File: src/rtl/afifo_arb_pkg.sv
// Shared types and helpers for the async-FIFO write-port arbiter.
package afifo_arb_pkg;

    typedef enum logic {ARB_IDLE, ARB_BURST} arb_state_t;

    // Round-robin successor: (idx + 1) mod n, without a divider.
    function automatic int unsigned next_rr(input int unsigned idx, input int unsigned n);
        return (idx + 32'd1 >= n) ? 32'd0 : idx + 32'd1;
    endfunction

endpackage

File: src/rtl/rr_pick.sv
// Round-robin pick: first set request scanning from ptr upward, wrapping modulo N.
module rr_pick #(
    parameter int N  = 4,
    parameter int IW = (N > 1) ? $clog2(N) : 1
) (
    input  logic [N-1:0]  req,
    input  logic [IW-1:0] ptr,
    output logic          found,
    output logic [IW-1:0] sel
);

    logic [2*N-1:0] dbl;
    logic [N-1:0]   rot;
    int             idx;

    // Rotate the doubled request vector down by ptr, then priority-encode the lowest set bit.
    always_comb begin
        dbl   = {req, req} >> ptr;
        rot   = N'(dbl);
        found = |rot;
        sel   = '0;
        idx   = 0;
        for (int j = N - 1; j >= 0; j--) begin
            if (rot[j]) begin
                idx = int'(ptr) + j;
                if (idx >= N) begin
                    idx = idx - N;
                end
                sel = IW'(idx);
            end
        end
    end

endmodule

File: src/rtl/afifo_write_arbiter.sv
// Round-robin, burst-locked arbiter sharing one async FIFO write port among NUM_REQ requesters.
module afifo_write_arbiter
    import afifo_arb_pkg::*;
#(
    parameter int WIDTH     = 32,
    parameter int NUM_REQ   = 4,
    parameter int MAX_BURST = 8,
    localparam int ID_W     = (NUM_REQ > 1) ? $clog2(NUM_REQ) : 1,
    localparam int CNT_W    = $clog2(MAX_BURST + 1)
) (
    input  logic                       clk,
    input  logic                       reset_n,
    input  logic [NUM_REQ-1:0]         req_valid,
    input  logic [NUM_REQ*WIDTH-1:0]   req_data,
    input  logic [NUM_REQ-1:0]         req_last,
    output logic [NUM_REQ-1:0]         req_ready,
    input  logic                       fifo_full,
    output logic                       fifo_write_en,
    output logic [WIDTH-1:0]           fifo_write_data,
    output logic                       grant_active,
    output logic [ID_W-1:0]            grant_id,
    output logic [CNT_W-1:0]           burst_count
);

    arb_state_t       state_q, state_d;
    logic [ID_W-1:0]  rr_ptr_q, rr_ptr_d;
    logic [ID_W-1:0]  grant_id_q, grant_id_d;
    logic [CNT_W-1:0] burst_count_q, burst_count_d;

    logic             pick_found;
    logic [ID_W-1:0]  pick_sel;
    logic             owner_valid;
    logic             owner_last;
    logic [WIDTH-1:0] owner_data;
    logic             transfer;
    logic             cap_hit;

    // The pick only matters in IDLE, so req_valid never reaches req_ready combinationally there.
    rr_pick #(
        .N  (NUM_REQ),
        .IW (ID_W)
    ) u_pick (
        .req   (req_valid),
        .ptr   (rr_ptr_q),
        .found (pick_found),
        .sel   (pick_sel)
    );

    // Select the current owner's valid, last and data.
    always_comb begin
        owner_valid = 1'b0;
        owner_last  = 1'b0;
        owner_data  = '0;
        for (int i = 0; i < NUM_REQ; i++) begin
            if (grant_id_q == ID_W'(i)) begin
                owner_valid = req_valid[i];
                owner_last  = req_last[i];
                owner_data  = req_data[i*WIDTH +: WIDTH];
            end
        end
    end

    // Next-state logic and FIFO-side outputs; transfers only happen in BURST and never into a full FIFO.
    always_comb begin
        state_d         = state_q;
        rr_ptr_d        = rr_ptr_q;
        grant_id_d      = grant_id_q;
        burst_count_d   = burst_count_q;
        transfer        = 1'b0;
        fifo_write_en   = 1'b0;
        fifo_write_data = '0;
        req_ready       = '0;
        cap_hit         = (burst_count_q == CNT_W'(MAX_BURST - 1));
        case (state_q)
            ARB_IDLE: begin
                if (pick_found) begin
                    grant_id_d    = pick_sel;
                    burst_count_d = '0;
                    state_d       = ARB_BURST;
                end
            end
            ARB_BURST: begin
                transfer        = owner_valid && !fifo_full;
                fifo_write_en   = transfer;
                fifo_write_data = owner_data;
                for (int i = 0; i < NUM_REQ; i++) begin
                    req_ready[i] = transfer && (grant_id_q == ID_W'(i));
                end
                if (transfer) begin
                    if (owner_last || cap_hit) begin
                        state_d       = ARB_IDLE;
                        rr_ptr_d      = ID_W'(next_rr(32'(grant_id_q), NUM_REQ));
                        burst_count_d = '0;
                    end else begin
                        burst_count_d = burst_count_q + 1'b1;
                    end
                end
            end
            default: begin
                state_d = ARB_IDLE;
            end
        endcase
    end

    // State registers; an asynchronous reset abandons any partial burst at once.
    always_ff @(posedge clk or negedge reset_n) begin
        if (!reset_n) begin
            state_q       <= ARB_IDLE;
            rr_ptr_q      <= '0;
            grant_id_q    <= '0;
            burst_count_q <= '0;
        end else begin
            state_q       <= state_d;
            rr_ptr_q      <= rr_ptr_d;
            grant_id_q    <= grant_id_d;
            burst_count_q <= burst_count_d;
        end
    end

    assign grant_active = (state_q == ARB_BURST);
    assign grant_id     = grant_id_q;
    assign burst_count  = burst_count_q;

endmodule
File: config.mk
export PLATFORM = sky130hd
export DESIGN_NAME = afifo_write_arbiter
export DESIGN_NICKNAME = d
export VERILOG_FILES = /design/src/rtl/afifo_arb_pkg.sv /design/src/rtl/rr_pick.sv /design/src/rtl/afifo_write_arbiter.sv
export SDC_FILE = /design/constraint.sdc
export NUM_CORES = 1
export LEC_CHECK = 0
export CAP_MARGIN = 0
export CORE_UTILIZATION = 33
export CTS_CLUSTER_SIZE = 10
export DETAILED_ROUTE_END_ITERATION = 12
export GPL_ROUTABILITY_DRIVEN = 0
export GPL_TIMING_DRIVEN = 0
export HOLD_SLACK_MARGIN = 0.1
export PLACE_DENSITY_LB_ADDON = 0.25
export SLEW_MARGIN = 10
export SYNTH_ARGS = -nofsm -noshare
export SYNTH_HDL_FRONTEND = slang
export SYNTH_SLANG_ARGS = --single-unit
File: constraint.sdc
create_clock -name clk -period 3.8 [get_ports clk]
set_input_delay 1.14 -clock clk [delete_from_list [all_inputs] [get_ports clk]]
set_output_delay 1.14 -clock clk [all_outputs]
set_load 0.01 [all_outputs]
==> reports/metrics.yaml <==
outcome:
  outcome: "finished with violations"
  violations: "setup timing"
routing:
  wl_per_cell_um: 17.3
  drtPass1Iterations: 4
  vias: 2892
  vias_per_cell: 5.54
  drtIter0Drc: 98
  antenna_left: 0
  drc: 0
  wirelength_mm: 9.03
cells_and_area:
  final_area_um2: 4010
  area_growth_pct: 117
  antennaDiodeCount: 0
  nFillCells: 439
  finalNetCount: 598
  drive_above_1_share_pct: 13.1
setup_path:
  ff2ff_path_depth: 8
  critPathTopFamily: "buffers and inverters"
  r2r-end: "rr_ptr_q[0]$_DFFE_PN0P_"
  critPathMostFrequentCell: "clkdlybuf4s50_1"
  crit_chain: "clkdlybuf4s50_1, a221oi_1, nor3_1, a21oi_1, nor2b_1, clkdlybuf4s50_1"
  worstPathMaxFanout: 1
  arrival_ns: 2.71
  critPathBufInv: 2
  startpoint_type: "primary input"
  worst-setup-path-type: "primary input to output pin"
  regToRegSetupSlack_ns: 1.75
  crit_slowest_cell: "clkdlybuf4s50_1"
  cp.required_ns: 2.66
  crit_path_max_incr_delay_ns: 0.48
  timing.rr.start: "grant_id[0]$_DFFE_PN0P_"
  setup.worst_path.end_class: "output pin"
clocking:
  clockBufferDepth: 2
  worstSkewPairLatency_ns: 0.23
  cts_num_sinks: 9
  cts_htree_levels: 1
  cts_tree: "done"
  path_clk_slew_ns: 0.05
  hold_buffers: 0
  cts_made_buffers: 3
  cts-root-buf: "clkbuf_8"
synthesis:
  synth-warning-count: 0
  ys_seq_elements: 9
  syn_area_um2: 1840
  ys_types: 34
  syn-num-nets: 409
  synth_cells: 264
  syn_area_per_cell_um2: 6.98
  yosysSeqAreaShare_pct: 12.2
run:
  cap_violations: 0
timing:
  min_period_ns: 3.85
  fin_ws_ns: -0.0481
  finalHoldViolations: 0
  rsz0062_at_grt: "true"
  skew_ns: 0.00231
  timing.final.crit_share_pct: 101
  fin_hold_ws_ns: 0.576
  maxSlewHeadroom_pct: 68.7
  worst_pin_slew_ns: 0.470
  fmax_mhz: 260
  finalSetupViolCount: 1
  maxSlewViolCount: 0
global_routing:
  grtUsageTotal_pct: 28.5
  antenna_found_initial: 0
  first_global_vias: 2732
  grt_pass1_wl_mm: 13.6
  globalRouteOverflowTotal: 0
  grt_max_degree: 11
placement:
  port_buffers: 182
  pre_cts_slack_ns: -0.437
  post-dp-hpwl_mm: 6.91
  postPlaceCellArea_um2: 3750
power:
  peakVddDrop_uv: 514
  power_density_nw_per_um2: 779
  p_total_mw: 3.12
  p_leak_nw: 1.73
die:
  placementRows: 26
  start_util_pct: 35.2
  die_w_um: 76.7
  die_y_um: 76.7
  die_area_um2: 5890
  core_area_um2: 5240
  io_pins: 183
hold_path:
  hold_class: "flop to flop"
  holdPathStages: 2
  min_to: "burst_count[1]$_DFFE_PN0P_"
  worst_hold_startpoint: "burst_count[1]$_DFFE_PN0P_"
[synthesized netlist by cell type (all sizes together)]
cell type / number / area, um2
a211oi: 1 / 7.51
a21boi: 1 / 7.51
a21oi: 34 / 170
a221oi: 34 / 304
a32o: 1 / 10.0
and2: 4 / 25.0
buf: 10 / 60.1
clkbuf: 18 / 67.6
dfrtp: 9 / 225
ha: 6 / 75.1
inv: 7 / 26.3
mux2: 2 / 30.0
mux2i: 1 / 10.0
nand2: 7 / 26.3
nand2b: 2 / 12.5
nand3: 5 / 25.0
nand3b: 2 / 15.0
nand4: 1 / 6.26
nor2: 5 / 18.8
nor2b: 67 / 427
nor3: 32 / 160
nor3b: 2 / 25.0
nor4b: 1 / 23.8
o211ai: 2 / 15.0
o21a: 1 / 7.51
o21ai: 7 / 46.3
o31a: 1 / 8.76
o31ai: 1 / 7.51
[what timing repair did]
item | 4_1_cts | 5_1_grt
buffers inserted | 1 | 1
resized for setup | 21 | 60
pin swaps | 1 | 1
gates cloned | 0 | 0
setup endpoints to repair | 36 | 36
[metrics by stage]
step / cells / setup TNS, ns / utilization [%]
CTS: 521 / 0 / 73.0
detailed placement: 516 / -1.47 / 71.6
global route: 522 / -0.197 / 76.5
global placement: 516 / -1.31 / 71.6
floorplan: 264 / 0 / -
finish: 522 / -0.0481 / 76.5
[routing by layer]
layer / wire [um] / GRT usage [%]
met5: 0 / 0
met4: 267 / 7.50
met3: 697 / 5.95
met2: 4610 / 52.5
met1: 3460 / 32.9
[layout make-up]
class / instances / area, um2 / area share, %
Multi-Input combinational cell: 220 / 1580 / 39.4
Tap cell: 70 / 87.6 / 2.19
Inverter: 7 / 26.3 / 0.656
Sequential cell: 9 / 228 / 5.68
Buffer: 28 / 173 / 4.31
Clock buffer: 4 / 45.0 / 1.12
Timing Repair Buffer: 184 / 1870 / 46.6
[registers in the layout, summed over array words and instances (netlist names)]
register	flops
grant_active	1
burst_count	4
grant_id	2
rr_ptr_q	2
[layout by cell type, fill, tap and decap left out, types with 7 or more instances in the layout]
cell type	synthesis	layout
clkdlybuf4s50_1	0	160
buf_2	6	7
nand2_1	7	7
clkbuf_2	0	7
nor2b_1	66	66
clkbuf_1	18	8
dlymetal6s2s_1	0	17
a21oi_1	34	34
inv_1	7	7
nor3_1	32	31
a221oi_2	1	18
dfrtp_1	9	7
a221oi_1	33	16
[tightest hold or removal path: stages (launching register included)]
cell     delay (ns)
dfrtp_1        0.41
nand2_1        0.07
o21ai_1        0.05
[logic make-up (layout without fill, tap and decap cells)]
group,Yosys count,count (layout),share of synthesized area (%)
adder cells (fa/ha/maj),6,6,4.07
AO/OA/AOI/OAI,83,83,31.7
buffers and inverters,35,223,8.35
flip-flops,9,9,12.2
AND/OR/NAND/NOR,128,128,41.5
multiplexers,3,3,2.17
[how the worst max path moves through the flow]
stage                       startpoint             endpoint  slack (ns)  cells past startpoint
5_1_grt                   req_data[51]  fifo_write_data[19]       -0.17                      6
4_1_cts        grant_id[1]$_DFFE_PN0P_   fifo_write_data[3]       0.001                      9
2_1_floorplan             req_valid[2]         req_ready[0]        0.74                      5
3_3_place_gp              req_valid[3]         req_ready[0]       -0.41                      7
3_5_place_dp              req_valid[3]         req_ready[1]       -0.44                      7
6_report                  req_data[51]  fifo_write_data[19]       -0.05                      6
[where the power goes]
part           switching, mW  leakage, nW  internal [mW]  total (mW)
Sequential            0.0604        0.103          0.142       0.202
Combinational           1.32         1.61           1.49        2.81
Clock                 0.0393       0.0228         0.0732       0.113
Power figures use the tool's default switching activity.
